<file path="config.mk">
export PLATFORM = sky130hd
export DESIGN_NAME = load_store_unit_flat
export DESIGN_NICKNAME = d
export VERILOG_FILES = /design/src/rtl/lsu_pkg.sv /design/src/rtl/lsu_if.sv /design/src/rtl/lsu_lane_merge.sv /design/src/rtl/load_store_unit.sv /design/src/flat_wrapper.sv
export SDC_FILE = /design/constraint.sdc
export NUM_CORES = 1
export LEC_CHECK = 0
export ABC_CLOCK_PERIOD_IN_PS = 2500
export BUFFER_PORTS_ARGS = -buffer_cell sky130_fd_sc_hd__buf_2
export CAP_MARGIN = 15
export CORE_ASPECT_RATIO = 1.4
export CORE_MARGIN = 2
export CORE_UTILIZATION = 51
export DETAILED_ROUTE_END_ITERATION = 16
export PLACE_DENSITY_LB_ADDON = 0.1
export SLEW_MARGIN = 5
export SYNTH_ARGS = -nofsm -noshare
export SYNTH_HDL_FRONTEND = slang
export SYNTH_SLANG_ARGS = --single-unit
</file>
<file path="constraint.sdc">
create_clock -name clock -period 2.5 [get_ports clock]
set_input_delay 0.375 -clock clock [delete_from_list [all_inputs] [get_ports clock]]
set_output_delay 0.375 -clock clock [all_outputs]
set_load 0.02 [all_outputs]
</file>
<file path="src/rtl/lsu_pkg.sv">
// Shared types, encodings and helpers for the load/store unit.
// Optional misaligned-access trapping is selected with LSU_MISALIGN_TRAP_EN.
package lsu_pkg;

  localparam int LSU_ADDR_W = 13;
  localparam int NUM_LANES  = 4;
  localparam int LANE_W     = 8;

  localparam logic [1:0] SIZE_BYTE = 2'b00;
  localparam logic [1:0] SIZE_HALF = 2'b01;
  localparam logic [1:0] SIZE_WORD = 2'b10;

  typedef enum logic [1:0] {
    ST_IDLE = 2'd0,
    ST_RD   = 2'd1,
    ST_WR   = 2'd2,
    ST_RESP = 2'd3
  } lsu_state_t;

  typedef struct packed {
    logic        write;
    logic [1:0]  size;
    logic        uns;
    logic [1:0]  off;
    logic [31:0] wdata;
  } lsu_req_t;

  // The reserved size code behaves exactly like a word access.
  function automatic logic [1:0] norm_size(input logic [1:0] size);
    return (size == 2'b11) ? SIZE_WORD : size;
  endfunction

  function automatic logic [1:0] align_off(input logic [1:0] size, input logic [1:0] off);
    case (size)
      SIZE_BYTE: return off;
      SIZE_HALF: return {off[1], 1'b0};
      default:   return 2'b00;
    endcase
  endfunction

  function automatic logic is_misaligned(input logic [1:0] size, input logic [1:0] off);
    case (size)
      SIZE_BYTE: return 1'b0;
      SIZE_HALF: return off[0];
      default:   return off != 2'b00;
    endcase
  endfunction

endpackage

</file>
<file path="src/rtl/lsu_if.sv">
// CPU-side request/response bus and data-memory strobe bus of the load/store unit.
interface lsu_req_if #(parameter int ADDR_W = lsu_pkg::LSU_ADDR_W);
  logic              req_valid;
  logic              req_ready;
  logic              req_write;
  logic [1:0]        req_size;
  logic              req_unsigned;
  logic [ADDR_W+1:0] req_addr;
  logic [31:0]       req_wdata;
  logic              resp_valid;
  logic [31:0]       resp_rdata;
  logic              resp_misaligned;

  modport master (
    output req_valid, req_write, req_size, req_unsigned, req_addr, req_wdata,
    input  req_ready, resp_valid, resp_rdata, resp_misaligned
  );
  modport slave (
    input  req_valid, req_write, req_size, req_unsigned, req_addr, req_wdata,
    output req_ready, resp_valid, resp_rdata, resp_misaligned
  );
endinterface

interface lsu_mem_if #(parameter int ADDR_W = lsu_pkg::LSU_ADDR_W);
  logic              mem_read;
  logic              mem_write;
  logic [ADDR_W-1:0] mem_addr;
  logic [31:0]       mem_wdata;
  logic [31:0]       mem_rdata;

  modport master (
    output mem_read, mem_write, mem_addr, mem_wdata,
    input  mem_rdata
  );
  modport slave (
    input  mem_read, mem_write, mem_addr, mem_wdata,
    output mem_rdata
  );
endinterface

</file>
<file path="src/rtl/lsu_lane_merge.sv">
// Combinational byte-lane logic: load extraction with sign/zero extension,
// and store-lane replacement into a previously read word.
module lsu_lane_merge
  import lsu_pkg::*;
(
  input  logic [31:0] rd_word,
  input  logic [31:0] st_data,
  input  logic [1:0]  size,
  input  logic [1:0]  off,
  input  logic        uns,
  output logic [31:0] ld_data,
  output logic [31:0] st_word
);

  logic [NUM_LANES-1:0]             be;
  logic [NUM_LANES-1:0][LANE_W-1:0] rd_lanes;
  logic [NUM_LANES-1:0][LANE_W-1:0] st_rep;
  logic [NUM_LANES-1:0][LANE_W-1:0] merged;
  logic [31:0]                      shifted;

  assign rd_lanes = rd_word;

  // Store data is replicated across the word so any lane can pick its byte.
  always_comb begin
    be     = 4'hF;
    st_rep = st_data;
    case (size)
      SIZE_BYTE: begin
        be     = 4'b0001 << off;
        st_rep = {4{st_data[7:0]}};
      end
      SIZE_HALF: begin
        be     = 4'b0011 << off;
        st_rep = {2{st_data[15:0]}};
      end
      default: ;
    endcase
  end

  for (genvar i = 0; i < NUM_LANES; i++) begin : g_lane
    assign merged[i] = be[i] ? st_rep[i] : rd_lanes[i];
  end

  assign st_word = merged;
  assign shifted = rd_word >> {off, 3'b000};

  always_comb begin
    ld_data = shifted;
    case (size)
      SIZE_BYTE: ld_data = {{24{~uns & shifted[7]}},  shifted[7:0]};
      SIZE_HALF: ld_data = {{16{~uns & shifted[15]}}, shifted[15:0]};
      default:   ld_data = rd_word;
    endcase
  end

endmodule

</file>
<file path="src/rtl/load_store_unit.sv">
// Multi-cycle load/store unit: byte/half/word accesses to a word memory, with
// sub-word stores done as read-modify-write. Option: LSU_MISALIGN_TRAP_EN.
module load_store_unit
  import lsu_pkg::*;
#(
  parameter int ADDR_W = LSU_ADDR_W
) (
  input  logic      clock,
  input  logic      reset_n,
  lsu_req_if.slave  req,
  lsu_mem_if.master mem
);

  lsu_state_t        state, nxt;
  lsu_req_t          rq_q;
  logic [ADDR_W-1:0] addr_q;
  logic [31:0]       rdata_q;
  logic              mis_q;

  logic        accept;
  logic [1:0]  size_n;
  logic        mis_n;
  logic [31:0] ld_data;
  logic [31:0] st_word;

  assign accept = req.req_valid && (state == ST_IDLE);
  assign size_n = norm_size(req.req_size);

`ifdef LSU_MISALIGN_TRAP_EN
  assign mis_n = is_misaligned(size_n, req.req_addr[1:0]);
`else
  assign mis_n = 1'b0;
`endif

  always_ff @(posedge clock or negedge reset_n) begin
    if (!reset_n) state <= ST_IDLE;
    else          state <= nxt;
  end

  always_comb begin
    nxt = state;
    case (state)
      ST_IDLE: if (req.req_valid) begin
        if (mis_n)                                       nxt = ST_RESP;
        else if (req.req_write && size_n == SIZE_WORD)   nxt = ST_WR;
        else                                             nxt = ST_RD;
      end
      ST_RD:   nxt = rq_q.write ? ST_WR : ST_RESP;
      ST_WR:   nxt = ST_RESP;
      ST_RESP: nxt = ST_IDLE;
      default: nxt = ST_IDLE;
    endcase
  end

  // Offending offset bits are dropped at capture; when trapping is enabled a
  // misaligned access never touches memory so the masked offset is unused.
  always_ff @(posedge clock or negedge reset_n) begin
    if (!reset_n) begin
      addr_q  <= '0;
      rq_q    <= '0;
      mis_q   <= 1'b0;
      rdata_q <= '0;
    end else begin
      if (accept) begin
        addr_q     <= req.req_addr[ADDR_W+1:2];
        rq_q.write <= req.req_write;
        rq_q.size  <= size_n;
        rq_q.uns   <= req.req_unsigned;
        rq_q.off   <= align_off(size_n, req.req_addr[1:0]);
        rq_q.wdata <= req.req_wdata;
        mis_q      <= mis_n;
      end
      if (state == ST_RD) rdata_q <= mem.mem_rdata;
    end
  end

  lsu_lane_merge u_merge (
    .rd_word (rdata_q),
    .st_data (rq_q.wdata),
    .size    (rq_q.size),
    .off     (rq_q.off),
    .uns     (rq_q.uns),
    .ld_data (ld_data),
    .st_word (st_word)
  );

  // Strobes decode straight from state so an async reset drops them at once.
  always_comb begin
    req.req_ready       = (state == ST_IDLE);
    mem.mem_read        = (state == ST_RD);
    mem.mem_write       = (state == ST_WR);
    mem.mem_addr        = addr_q;
    mem.mem_wdata       = (state == ST_WR) ? st_word : 32'h0;
    req.resp_valid      = (state == ST_RESP);
    req.resp_misaligned = (state == ST_RESP) && mis_q;
    req.resp_rdata      = ((state == ST_RESP) && !rq_q.write && !mis_q) ? ld_data : 32'h0;
  end

endmodule

</file>
<file path="src/flat_wrapper.sv">
// flat-port wrapper written by rule: the top's interface ports become plain ports
module load_store_unit_flat import lsu_pkg::*;
#(
  parameter int ADDR_W = LSU_ADDR_W
)
  (clock, reset_n, req_req_valid, req_req_write, req_req_size, req_req_unsigned, req_req_addr, req_req_wdata, req_req_ready, req_resp_valid, req_resp_rdata, req_resp_misaligned, mem_mem_read, mem_mem_write, mem_mem_addr, mem_mem_wdata, mem_mem_rdata);
  lsu_req_if #(.ADDR_W(ADDR_W)) req_i ();
  lsu_mem_if #(.ADDR_W(ADDR_W)) mem_i ();
  input  logic clock;
  input  logic reset_n;
  input wire logic [$bits(req_i.req_valid)-1:0] req_req_valid;
  input wire logic [$bits(req_i.req_write)-1:0] req_req_write;
  input wire logic [$bits(req_i.req_size)-1:0] req_req_size;
  input wire logic [$bits(req_i.req_unsigned)-1:0] req_req_unsigned;
  input wire logic [$bits(req_i.req_addr)-1:0] req_req_addr;
  input wire logic [$bits(req_i.req_wdata)-1:0] req_req_wdata;
  output wire logic [$bits(req_i.req_ready)-1:0] req_req_ready;
  output wire logic [$bits(req_i.resp_valid)-1:0] req_resp_valid;
  output wire logic [$bits(req_i.resp_rdata)-1:0] req_resp_rdata;
  output wire logic [$bits(req_i.resp_misaligned)-1:0] req_resp_misaligned;
  output wire logic [$bits(mem_i.mem_read)-1:0] mem_mem_read;
  output wire logic [$bits(mem_i.mem_write)-1:0] mem_mem_write;
  output wire logic [$bits(mem_i.mem_addr)-1:0] mem_mem_addr;
  output wire logic [$bits(mem_i.mem_wdata)-1:0] mem_mem_wdata;
  input wire logic [$bits(mem_i.mem_rdata)-1:0] mem_mem_rdata;
  assign req_i.req_valid = req_req_valid;
  assign req_i.req_write = req_req_write;
  assign req_i.req_size = req_req_size;
  assign req_i.req_unsigned = req_req_unsigned;
  assign req_i.req_addr = req_req_addr;
  assign req_i.req_wdata = req_req_wdata;
  assign req_req_ready = req_i.req_ready;
  assign req_resp_valid = req_i.resp_valid;
  assign req_resp_rdata = req_i.resp_rdata;
  assign req_resp_misaligned = req_i.resp_misaligned;
  assign mem_mem_read = mem_i.mem_read;
  assign mem_mem_write = mem_i.mem_write;
  assign mem_mem_addr = mem_i.mem_addr;
  assign mem_mem_wdata = mem_i.mem_wdata;
  assign mem_i.mem_rdata = mem_mem_rdata;
  load_store_unit #(.ADDR_W(ADDR_W)) u_core (.clock(clock), .reset_n(reset_n), .req(req_i), .mem(mem_i));
endmodule
</file>
# == Yosys cells after proc, flatten, opt, wreduce, memory -nomap -nowiden ==
# Cells that the tools add are included.
# W data, S select, Z words.
# totals
reg_bits,85
latchBits,0
ramBits,0
mem_bits_ro,0
inputBits,86
out_inout_bits,82
word_cells,44
mem_count,0
# classes
addsub,0
n_mul,0
div,0
order_cmp,0
n_eq_ne,8
shift,3
muxes,15
bitwise_logic,3
reduce_logical,7
# op_table
cell,n
$pmux W32 S2,2
$mux W32,2
$mux W8,4
$shr A32 B5 Y16,1
$eq A2 B2 Y1 const B,4
$pmux W2 S4,1
$pmux W4 S2,1
$eq A2 B1 Y1 const B,3
$logic_not A2 Y1,3
$mux W2,3
$pmux W2 S2,1
$shl A1 B2 Y4 const A,1
$shl A2 B2 Y4 const A,1
$logic_and A1 B1 Y1,3
$and A1 B1 Y1,2
$ne A2 B2 Y1 const B,1
$logic_not A1 Y1,1
$mux W1,1
$not A1 Y1,1

# == Longest topological paths before layout ==
# logic_depth
ltp_word,7
mapped_depth,7

# == By module ==
# A second synthesis with hierarchy kept.
# unflattened
cells_unflattened,478
area_unflattened_um2,5342.6
# modules_own_cells
mod,n_inst,cells_per_inst,area_per_inst_um2
load_store_unit,1,269,3716.1
lsu_lane_merge,1,209,1626.6

# == Worst setup path after synthesis ==
# OpenSTA, ideal clock, no wires.
# synth_path
kind,register -> output
start,reg u_core.state[0]
end,out req_resp_rdata[21]
arrival_time_ps,1770
required_time_ps,2125
slack_ps,355
path_stages_with_launch,8
path_cell_list,dfrtp_1 -> ha_1 -> nand2b_1 -> clkbuf_1 -> nor2_1 -> clkbuf_1 -> nand2_1 -> nand3_2
# synth_between
elab_chain_cells,3
# synth_rtl
element,line,text
"start, declared",load_store_unit.sv:14,"lsu_state_t state, nxt;"
"start signal, assigned",load_store_unit.sv:37,else state <= nxt;
$eq A2 B2 Y1,n/a,
via req_resp_valid,flat_wrapper.sv:18,output wire logic [$bits(req_i.resp_valid)-1:0] req_resp_valid;
$logic_and A1 B1 Y1,load_store_unit.sv:96,req.resp_rdata = ((state == ST_RESP) && !rq_q.write && !mis_q) ? ld_data : 32'h0;
$mux W32,load_store_unit.sv:96,
"end, declared",flat_wrapper.sv:19,output wire logic [$bits(req_i.resp_rdata)-1:0] req_resp_rdata;
# The timed path passes the listed nets, and every way through them passes these cells.

# == Worst setup path after layout ==
# layout_path
start,reg u_core.state[0]
end,out req_resp_rdata[13]
# layout_between
elab_chain_cells,3
# layout_rtl
element,line
$eq A2 B2 Y1,load_store_unit.sv:96
$logic_and A1 B1 Y1,load_store_unit.sv:96
$mux W32,load_store_unit.sv:96
# Every way passes these cells.

==> flow_summary.yaml <==
die:
  die_x_microns: 86.10
  core_sq_um: 9080
  rows: 41
  io_pins: 168
  start_util: 0.5300
  die_h_microns: 118.9
  die_area_sq_um: 10240
placed_design:
  globalplace.congestion: 0.9391
  portBuffers: 166
  place_hpwl_microns: 10610
route:
  vias_per_cell: 5.763
  wl_microns: 14220
  final_antenna_net_count: 0
  wl_per_cell_microns: 19.46
  drt-initial-drc-count: 181
  firstDrtPassIters: 4
  vias: 4213
  remaining_drc_errors: 0
setup_path:
  r2r_cells: 5
  reg2reg_from: "u_core.state[0]$_DFFE_PN0P_"
  r2r-end: "u_core.rq_q[6]$_DFFE_PN0P_"
  crit_required_ns: 2.12
  r2r_setup_slack_ns: 0.63
  end_kind: "output pin"
  start_kind: "flip-flop"
  worstSetupPathType: "reg -> out"
  startpoint: "u_core.state[0]$_DFFE_PN0P_"
  crit_arrival_ns: 2.08
  cp-endpoint: "req_resp_rdata[13]"
  path_max_fanout: 7
cells_and_area:
  area_growth_pct: 29.49
  nets: 709
  drive_gt1_frac: 0.5016
  diodes: 0
clock_network:
  h-tree-depth: 3
  tritoncts: "built"
  clock_latency_ns: 0.35
  clkSinkCount: 85
  cts-root-buf: "clkbuf_16"
  clock_path_buffers: 2
  cts_buffers: 9
  path_clk_slew_ns: 0.06
  cts-hold-fix-buffers: 0
yosys:
  synth_nets: 545
  synthXorXnorAreaFrac: 0
  synth_top_family_by_area: "multiplexers"
  synth.distinct_cells: 37
  synthSimpleGateAreaFrac: 0.1256
  ys_ff_latch: 85
  synth_area_per_cell_sq_um: 10.58
  ys_warn_count: 0
  synth-adder-area-share: 0.01040
  netlist_instances: 455
  ys_seq_area_frac: 0.4420
  synth_mux_area_frac: 0.2436
  synth_area_sq_um: 4812
  synth_compound_area_frac: 0.1378
run_status:
  status: "completed"
timing:
  tightest_slew_ns: 0.6112
  setup_violations: 0
  fin_worst_skew_ns: 0.006263
  max_freq_mhz: 407.9
  hold_viol: 0
  grt_setup_unrepaired: "yes"
  setup_tns_ns: 0
  max_slew_margin: 0.5925
  finalCritPeriodShare: 0.9806
  fin_crit_ns: 2.452
  slew_viol_final: 0
grt:
  grt_antenna_before_repair: 0
  grt_overflow: 0
  grt_max_degree: 48
  grt_pass1_vias: 4209
  busiest_layer: "met2"
  gr-usage-met3: 0.05405
  grt_use_met2: 0.4535
  grtUsageTotal: 0.2763
  grtUsageMet1: 0.3494
  grt_first_pass_wirelength_microns: 21690
power_and_ir_drop:
  power_switching_mw: 4.088
  peakVddDrop_v: 0.0008043
  switching_share: 0.4438
  p_int_mw: 5.123
  p_clk_frac: 0.161
  finalPower_mw: 9.211
  leakage_nw: 3.236
  p_comb_frac: 0.518
  pwr-share-seq: 0.321
  power-per-cell-area_nw_per_um2: 1478
job:
  cap_violations: 0
worst_hold_path:
  min_path_type: "in -> async"
cell type report:
class,instances,area [sq um]
multi-input cells,327,2529
clock buffers,9,225.2
well taps,107,133.9
inverters,5,18.77
repair buffers,191,1090
fillers,728,2849
flip-flops and latches,85,2130
clock inverters,7,105.1
critical path, stage by stage (launching register included):
cell,delay (ns)
dfrtp_1,0.41
ha_1,0.22
nand2b_1,0.15
buf_6,0.15
nor2_1,0.05
and2_2,0.25
a221o_1,0.33
buf_2,0.17
power groups by stage:
stage | logic [mW] | registers [mW] | clock network [mW]
6_report | 4.77 | 2.95 | 1.49
5_1_grt | 5.16 | 3.01 | 1.55
4_1_cts | 4.68 | 2.91 | 1.50
3_5_place_dp | 4.62 | 2.93 | 0
3_3_place_gp | 4.53 | 2.89 | 0
2_1_floorplan | 3.27 | 2.65 | 0
cells by family (layout without fill, tap and decap cells):
family	Yosys count	count (layout)
and+or+nand+nor	125	125
other	1	1
adders and majority gates	4	4
muxes	107	107
AOI/OAI and AO/OA	90	90
buffers and inverters	43	212
DFF	85	85
per-layer routing:
| layer | vias up | wire (microns) |
|---|---|---|
| li1 | 1965 | - |
| met1 | 2017 | 5709 |
| met2 | 194 | 7008 |
| met3 | 37 | 948 |
| met4 | 0 | 557 |
| met5 | - | 0 |
cells in the mapped netlist, drive strengths merged:
cell / instances / area [sq um]
a211oi: 1 / 7.510
nand2: 72 / 270.3
nor2: 10 / 37.54
conb: 1 / 3.750
nor3: 4 / 25.02
o221ai: 8 / 70.07
mux2i: 26 / 260.3
a21oi: 16 / 80.08
ha: 4 / 50.05
nor2b: 3 / 18.77
or3b: 1 / 8.760
buf: 13 / 78.82
clkbuf: 25 / 93.84
nand3: 26 / 180.2
or2: 1 / 6.260
a221o: 8 / 80.08
nor3b: 1 / 12.51
o21ai: 22 / 110.1
o2bb2ai: 7 / 61.31
a21boi: 8 / 60.06
a211o: 1 / 8.760
a21o: 1 / 7.510
dfrtp: 85 / 2127
nand3b: 1 / 7.510
a22o: 2 / 17.52
inv: 5 / 18.77
mux2: 81 / 912.1
o211a: 16 / 160.2
nand2b: 3 / 18.77
and3: 1 / 6.260
and2: 2 / 12.51
registers in the layout, indices dropped and copies added (netlist names):
signal / flops
u_core.mem.mem_addr: 13
u_core.rdata_q: 32
u_core.rq_q: 38
u_core.state: 2
how the worst min path moves through the flow:
stage / start / end / slack, ns / depth (start not counted)
3_5_place_dp: reset_n / u_core.rdata_q[1]$_DFFE_PN0N_ / 0.39 / 1
4_1_cts: reset_n / u_core.rdata_q[1]$_DFFE_PN0N_ / 0.02 / 1
2_1_floorplan: reset_n / u_core.mem.mem_addr[0]$_DFFE_PN0P_ / 0.08 / 0
3_3_place_gp: reset_n / u_core.rdata_q[2]$_DFFE_PN0N_ / 0.38 / 1
5_1_grt: reset_n / u_core.rdata_q[1]$_DFFE_PN0N_ / 0.04 / 1
6_report: reset_n / u_core.rdata_q[1]$_DFFE_PN0N_ / 0.007 / 1
cells in the final DEF, fill, tap and decap left out, types with 2 or more instances in the layout:
| cell | n |
|---|---|
| bufinv_16 | 2 |
| inv_1 | 5 |
| nand3_2 | 10 |
| dfrtp_2 | 2 |
| nor2_1 | 9 |
| o221ai_1 | 8 |
| a21oi_1 | 16 |
| buf_4 | 17 |
| nor2b_1 | 3 |
| ha_1 | 4 |
| clkbuf_16 | 9 |
| o2bb2ai_1 | 7 |
| mux2_2 | 81 |
| a221o_1 | 8 |
| buf_2 | 165 |
| nand2b_1 | 3 |
| nor3_1 | 2 |
| nand3_1 | 16 |
| nand2_1 | 71 |
| o211a_1 | 16 |
| buf_6 | 4 |
| dfrtp_1 | 83 |
| mux2i_1 | 26 |
| buf_12 | 4 |
| a21boi_0 | 8 |
| inv_6 | 2 |
| o21ai_0 | 20 |
timing repair:
| item | in CTS | in global routing |
|---|---|---|
| gates resized for setup | 4 | 13 |
| setup endpoints to repair | 25 | 53 |
| pin swaps | 0 | 1 |
| cloned | 0 | 1 |
| setup buffers | 0 | 4 |
metrics by stage:
stage / util / setup slack, ns / instance area, sq um / instances / hold slack, ns
CTS: 0.6766 / 0.004938 / 6143 / 726 / 0.02046
detailed placement: 0.6384 / 0.2022 / 5797 / 710 / 0.3861
floorplan: - / 0.3551 / 4812 / 455 / 0.07941
global placement: 0.6384 / 0.2939 / 5797 / 710 / 0.3793
global route: 0.6862 / -0.01166 / 6231 / 731 / 0.04453
finish: 0.6862 / 0.04845 / 6231 / 731 / 0.006531
No activity file was read; power rests on OpenSTA's default activity.
